<file path="config.mk">
export PLATFORM = sky130hd
export DESIGN_NAME = flag_stack_register
export DESIGN_NICKNAME = d
export VERILOG_FILES = /design/src/rtl/flag_stack_register.sv
export SDC_FILE = /design/constraint.sdc
export NUM_CORES = 1
export LEC_CHECK = 0
export BUFFER_PORTS_ARGS = -buffer_cell sky130_fd_sc_hd__buf_2
export CAP_MARGIN = 0
export CELL_PAD_IN_SITES_DETAIL_PLACEMENT = 1
export CELL_PAD_IN_SITES_GLOBAL_PLACEMENT = 1
export CORE_AREA = 2 2 55 57
export DETAILED_ROUTE_END_ITERATION = 16
export DIE_AREA = 0 0 57 59
export PLACE_DENSITY_LB_ADDON = 0.3
export SLEW_MARGIN = 30
export SYNTH_ARGS = -nofsm -noshare
export SYNTH_HDL_FRONTEND = slang
export SYNTH_SLANG_ARGS = --single-unit
export TNS_END_PERCENT = 100
</file>
<file path="constraint.sdc">
create_clock -name clk -period 3.8 [get_ports clk]
set_clock_uncertainty 0.2 [all_clocks]
set_input_delay 0.38 -clock clk [delete_from_list [all_inputs] [get_ports clk]]
set_output_delay 0.38 -clock clk [all_outputs]
set_load 0.01 [all_outputs]
</file>
<file path="src/rtl/flag_stack_register.sv">
// ALU flag register with true/complement condition select and a LIFO save/restore stack.
// Optional FLAGSTK_ERR_EN adds sticky overflow/underflow outputs and an err_clr input.
module flag_stack_register #(
  parameter  int NFLAGS = 4,
  parameter  int DEPTH  = 4,
  localparam int SELW   = $clog2(2*NFLAGS),
  localparam int SPW    = $clog2(DEPTH+1)
) (
  input  logic              clk,
  input  logic              rst,
  input  logic              s_al,
  input  logic [NFLAGS-1:0] in_flags,
  input  logic [SELW-1:0]   oc_fl,
  input  logic              push,
  input  logic              pop,
`ifdef FLAGSTK_ERR_EN
  input  logic              err_clr,
  output logic              ovf,
  output logic              udf,
`endif
  output logic              carry,
  output logic              fl,
  output logic [NFLAGS-1:0] flags,
  output logic [SPW-1:0]    depth_cnt,
  output logic              full,
  output logic              empty
);

  localparam int IDXW = (DEPTH > 1) ? $clog2(DEPTH) : 1;

  logic [NFLAGS-1:0] flags_q, flags_d;
  logic [SPW-1:0]    depth_cnt_q, depth_cnt_d;
  logic [NFLAGS-1:0] stack_q [DEPTH];
  logic [NFLAGS-1:0] stack_d [DEPTH];
  logic [2*NFLAGS-1:0] cond;
  logic [IDXW-1:0]   wr_idx, rd_idx;
  logic              push_ok, pop_ok;

  assign full    = (depth_cnt_q == SPW'(DEPTH));
  assign empty   = (depth_cnt_q == '0);
  assign wr_idx  = IDXW'(depth_cnt_q);
  assign rd_idx  = IDXW'(depth_cnt_q - SPW'(1));
  // Simultaneous push and pop cancel out; only s_al affects the live register.
  assign push_ok = push && !pop && !full;
  assign pop_ok  = pop && !push && !empty;

  always_comb begin
    flags_d     = s_al ? in_flags : flags_q;
    depth_cnt_d = depth_cnt_q;
    stack_d     = stack_q;
    if (pop_ok) begin
      flags_d     = stack_q[rd_idx];
      depth_cnt_d = depth_cnt_q - SPW'(1);
    end
    if (push_ok) begin
      stack_d[wr_idx] = flags_q;
      depth_cnt_d     = depth_cnt_q + SPW'(1);
    end
  end

  always_ff @(posedge clk) begin
    if (rst) begin
      flags_q     <= '0;
      depth_cnt_q <= '0;
      for (int unsigned i = 0; i < DEPTH; i++) stack_q[i] <= '0;
    end else begin
      flags_q     <= flags_d;
      depth_cnt_q <= depth_cnt_d;
      stack_q     <= stack_d;
    end
  end

  always_comb begin
    cond = '0;
    for (int unsigned i = 0; i < NFLAGS; i++) begin
      cond[2*i]   = flags_q[i];
      cond[2*i+1] = ~flags_q[i];
    end
    fl = 1'b0;
    if (32'(oc_fl) < 2*NFLAGS) fl = cond[oc_fl];
  end

  assign carry     = flags_q[1];
  assign flags     = flags_q;
  assign depth_cnt = depth_cnt_q;

`ifdef FLAGSTK_ERR_EN
  logic ovf_q, ovf_d, udf_q, udf_d;

  always_comb begin
    ovf_d = err_clr ? 1'b0 : ovf_q;
    udf_d = err_clr ? 1'b0 : udf_q;
    if (push && !pop && full)  ovf_d = 1'b1;
    if (pop && !push && empty) udf_d = 1'b1;
  end

  always_ff @(posedge clk) begin
    if (rst) begin
      ovf_q <= 1'b0;
      udf_q <= 1'b0;
    end else begin
      ovf_q <= ovf_d;
      udf_q <= udf_d;
    end
  end

  assign ovf = ovf_q;
  assign udf = udf_q;
`endif

endmodule

</file>
After elaboration in Yosys (flattened, before gate mapping). Index checks and enable logic that the tools add are counted.

Bits in latches: 0. Bits in read-only memories: 0. Input port bits: 12. Output and inout port bits: 11. Flip-flop bits (word level): 23. Word-level logic and storage cells: 43. Memories: 0. Memory bits (writable): 0.

Equality and inequality tests: 1. Muxes and demuxes: 12. Add/subtract/negate cells: 2. Order comparisons: 4. Div/mod/pow operators: 0. $mul: 0. Reduce and logical (&&, ||, !) cells: 12. Bitwise logic cells: 6. Shift operators: 0.

Operators with widths (count): $mux 4 (5); $bwmux 16 (1); $bmux 4 s2 (1); $demux 4 s2 (1); $ge 3x3->1 const B (2); $mux 3 (2); $not 2->3 (2); $logic_and 1x1->1 (5); $logic_not 1->1 (4); $lt 3x4->1 const B (1); $not 1->1 (4); $reduce_bool 2->1 (2); $add 3x1->3 const B (1); $bmux 1 s3 (1); $eq 3x3->1 const B (1); $logic_not 3->1 (1); $lt 3x1->1 const B (1); $sub 3x1->3 const B (1); $mux 1 (1).

Depth between registers and ports, before layout.
Depth after elaboration: 6. Mapped depth: 7. Depth with buffers taken out: 6.

Worst setup path before layout. No wires, ideal clock.

Path type: register to register. From: register depth_cnt_q[0], in the netlist depth_cnt[0]. To: register depth_cnt_q[2], in the netlist depth_cnt[2]. Stages on the path, launching flop included: 8. Path buffers: 1. Arrival time: 1570 ps. Clock period less this slack: 1893 ps. Required time: 3477 ps. Slack: 1907 ps. Setup time: 123 ps. Path through: dfxtp_1 -> buf_4 -> inv_1 -> ha_1 -> nand2b_4 -> and2_4 -> a22oi_1 -> mux2_1.

Cells in the longest elaborated chain, start to end: 4. Elaborated cells between the ends (all ways): 11. Those cells by class: 2 x add/sub; 1 x eq/ne; 2 x mux; 6 x reduce/logical.

RTL lines: start, declared (RTL line 32) `logic [SPW-1:0] depth_cnt_q, depth_cnt_d;`; start signal, assigned (RTL line 68) `depth_cnt_q <= depth_cnt_d;`; branches (longest 4 deep; another with $sub 3x1->3).

Several ways; the timed one is not identified. The select of a mux whose other input is x is not followed. A chain may end at the register's enable or synchronous reset.

Worst setup path after layout.
From: register depth_cnt_q[0], in the netlist depth_cnt[0]. To: output full.

Cells in the longest elaborated chain, start to end: 1.

RTL lines: $eq 3x3->1 (RTL line 39) `assign full = (depth_cnt_q == SPW'(DEPTH));`; end, declared (RTL line 25) `output logic full,`.

Every way passes these cells.

==> impl_metrics.toml <==
[floorplan]
fp.dieArea_um2 = 3363
die_width_um = 57
start_util_pct = 43.03
row_count = 19
core_area_um2 = 2710
dieHeight_um = 59
ios = 23

[timing]
layout_min_cycle_time_ps = 2388
rsz0062_at_grt = "false"
max_freq_ghz = 0.4188
hold_ws_ps = 197.3
layout_worst_path_cycle_share_pct = 62.84
max-slew-margin-rel_pct = 70.61
fin_setup_tns_ps = 0
maxSlewViolCount = 0
hold_viol = 0
finalWorstSetupSlack_ps = 1412
worstMarginPinSlew_ps = 440.8
setup_viol_count_final = 0

[power_and_ir_drop]
leakage_uw = 0.0006388
p_total_uw = 492.9
irDropWorstVdd_uv = 292.0
p_per_area_nw_per_um2 = 373.8

[worst_setup_path]
crit_fanout = 9
crit_path_start_kind = "flip-flop"
cp-end-kind = "primary output"
critPathRequiredTime_ps = 3220
critPathBufInv = 3
max_stage_delay_ps = 600
arrival_ps = 1810
cp_top_family = "flip-flops"
cpMostUsedCell = "inv_1"
crit_type = "flip-flop to primary output"
path_cells = "inv_1, ha_1, nand2_1, inv_1, buf_2"
cp_slowest_cell = "dfxtp_1"

[route]
vias = 871
drt_wl_total_um = 2604
post-route-drc-count = 0
antenna_left = 0
first_pass_iters = 3
wire_per_inst_um = 16.07
drtIter0Drc = 14
post_drt_via_cell_ratio = 5.377

[logic_synthesis]
synth_top_family_by_area = "multiplexers"
syn-mean-instance-area_um2 = 10.60
ys_warn_count = 0
yosysUniqueCellTypes = 25
yosys.area_share.simple_pct = 15.13
synth_seq_area_share_pct = 39.48
synth_nets = 128
synth_xor_xnor_area_share_pct = 0.7511
synth_mux_area_share_pct = 28.65
synth_fa_ha_area_share_pct = 6.438
netlist_area_um2 = 1166
syn_inst = 110
synth_compound_area_share_pct = 6.009
ys_ff_latch = 23

[min_path]
hp-class = "input pin to flip-flop"

[clocking]
clkLatencyLatePin_ps = 320
clkSinkCount = 23
cts_setup_buffers = 0
ctsHoldBuffers = 0
cts-root-buf = "clkbuf_4"
clock_path_buffers = 2
clk_pin_slew_ps = 130
cts_inserted_buffers = 3
cts_max_level = 1
cts_tree = "yes"
cts_resized = 0

[global_routing]
antenna_found_initial = 0
grt_usage_pct = 16.99
grt_pass1_vias = 879
grt_pass1_wl_um = 4298
grt_max_degree = 25
gr-total-overflow = 0

[finish]
mostFrequentLayoutCell = "dfxtp_1"
areaGrowthSynthToFinish_pct = 13.09
nets = 150
fillers = 323
drive_above_1_share_pct = 29.01
mostFrequentLayoutCells = "dfxtp_1, buf_2, mux2i_1, nor2_1, ha_1"
post-route-util_pct = 48.66
diodes = 0

[flow_run]
cap_violations = 0

[place]
gp_congestion = 0.7428
io_buffers = 22
place_ws_ps = 1719
hpwl_um = 1953

[outcome]
outcome = "finished, final reports clean"
registers in the layout, indices dropped and copies added, names as in the netlist:
name and count:
depth_cnt 3, flags 4, stack_q 16
cell type report:
type | instances | area [µm²] | area share [%]
Tap cell | 31 | 38.79 | 2.941
Clock inverter | 1 | 7.507 | 0.5693
Sequential cell | 23 | 460.4 | 34.91
Timing Repair Buffer | 22 | 110.1 | 8.349
Clock buffer | 3 | 22.52 | 1.708
Inverter | 4 | 15.01 | 1.139
Multi-Input combinational cell | 78 | 664.4 | 50.38
tightest hold or removal path, stage by stage:
cell,delay [ps]
buf_2,100
mux2i_1,120
a211oi_1,90
final timing paths:
check	end	slack (ps)	from	cells past startpoint
setup reg to reg	flags[3]	1700	depth_cnt[0]	5
hold reg to reg	stack_q[10]	320	stack_q[10]	2
hold / removal	flags[2]	200	in_flags[2]	3
setup / recovery	full	1410	depth_cnt[0]	5
stage by stage:
stage	cells	cell area (µm²)
6_report	162	1319
5_1_grt	162	1319
4_1_cts	162	1319
3_5_place_dp	158	1289
3_3_place_gp	158	1289
2_1_floorplan	110	1166
power breakdown:
| part | switching (µW) | internal (µW) | total [µW] |
|---|---|---|---|
| clock network | 79.2 | 40.2 | 119 |
| registers | 17.8 | 252 | 269 |
| logic | 56.2 | 48.1 | 104 |
routing by layer:
metal	routed length, µm	GRT usage (%)	vias to the layer above
met4	29	4.983	0
met1	1224	22.63	419
met5	0	0	-
met3	132	3.057	4
li1	-	-	425
met2	1218	28.41	23
Yosys cell counts:
| cell | count | area share, % |
|---|---|---|
| and2_4 | 1 | 0.75 |
| a211o_1 | 1 | 0.75 |
| clkbuf_1 | 2 | 0.64 |
| nand2b_1 | 1 | 0.54 |
| inv_1 | 4 | 1.3 |
| nor2_1 | 21 | 6.8 |
| nor2b_1 | 3 | 1.6 |
| buf_1 | 1 | 0.32 |
| dfxtp_1 | 23 | 39 |
| nand2b_4 | 1 | 1.2 |
| o21ai_0 | 1 | 0.43 |
| buf_4 | 2 | 1.3 |
| mux2i_1 | 21 | 18 |
| nor2_2 | 1 | 0.54 |
| a22oi_1 | 1 | 0.64 |
| ha_1 | 6 | 6.4 |
| a211oi_1 | 4 | 2.6 |
| mux2_1 | 1 | 0.97 |
| a21oi_2 | 1 | 0.75 |
| nand3_2 | 3 | 2.6 |
| or3_1 | 1 | 0.54 |
| a21oi_1 | 2 | 0.86 |
| xor2_1 | 1 | 0.75 |
| mux4_2 | 5 | 9.7 |
| nand2_1 | 2 | 0.64 |
cells by family after synthesis:
family          count (synthesis)
simple gates                   34
flops                          23
buf+inv                         9
xor+xnor                        1
fa+ha+maj                       6
compound gates                 10
mux                            27
(Power assumes the default switching activity.)
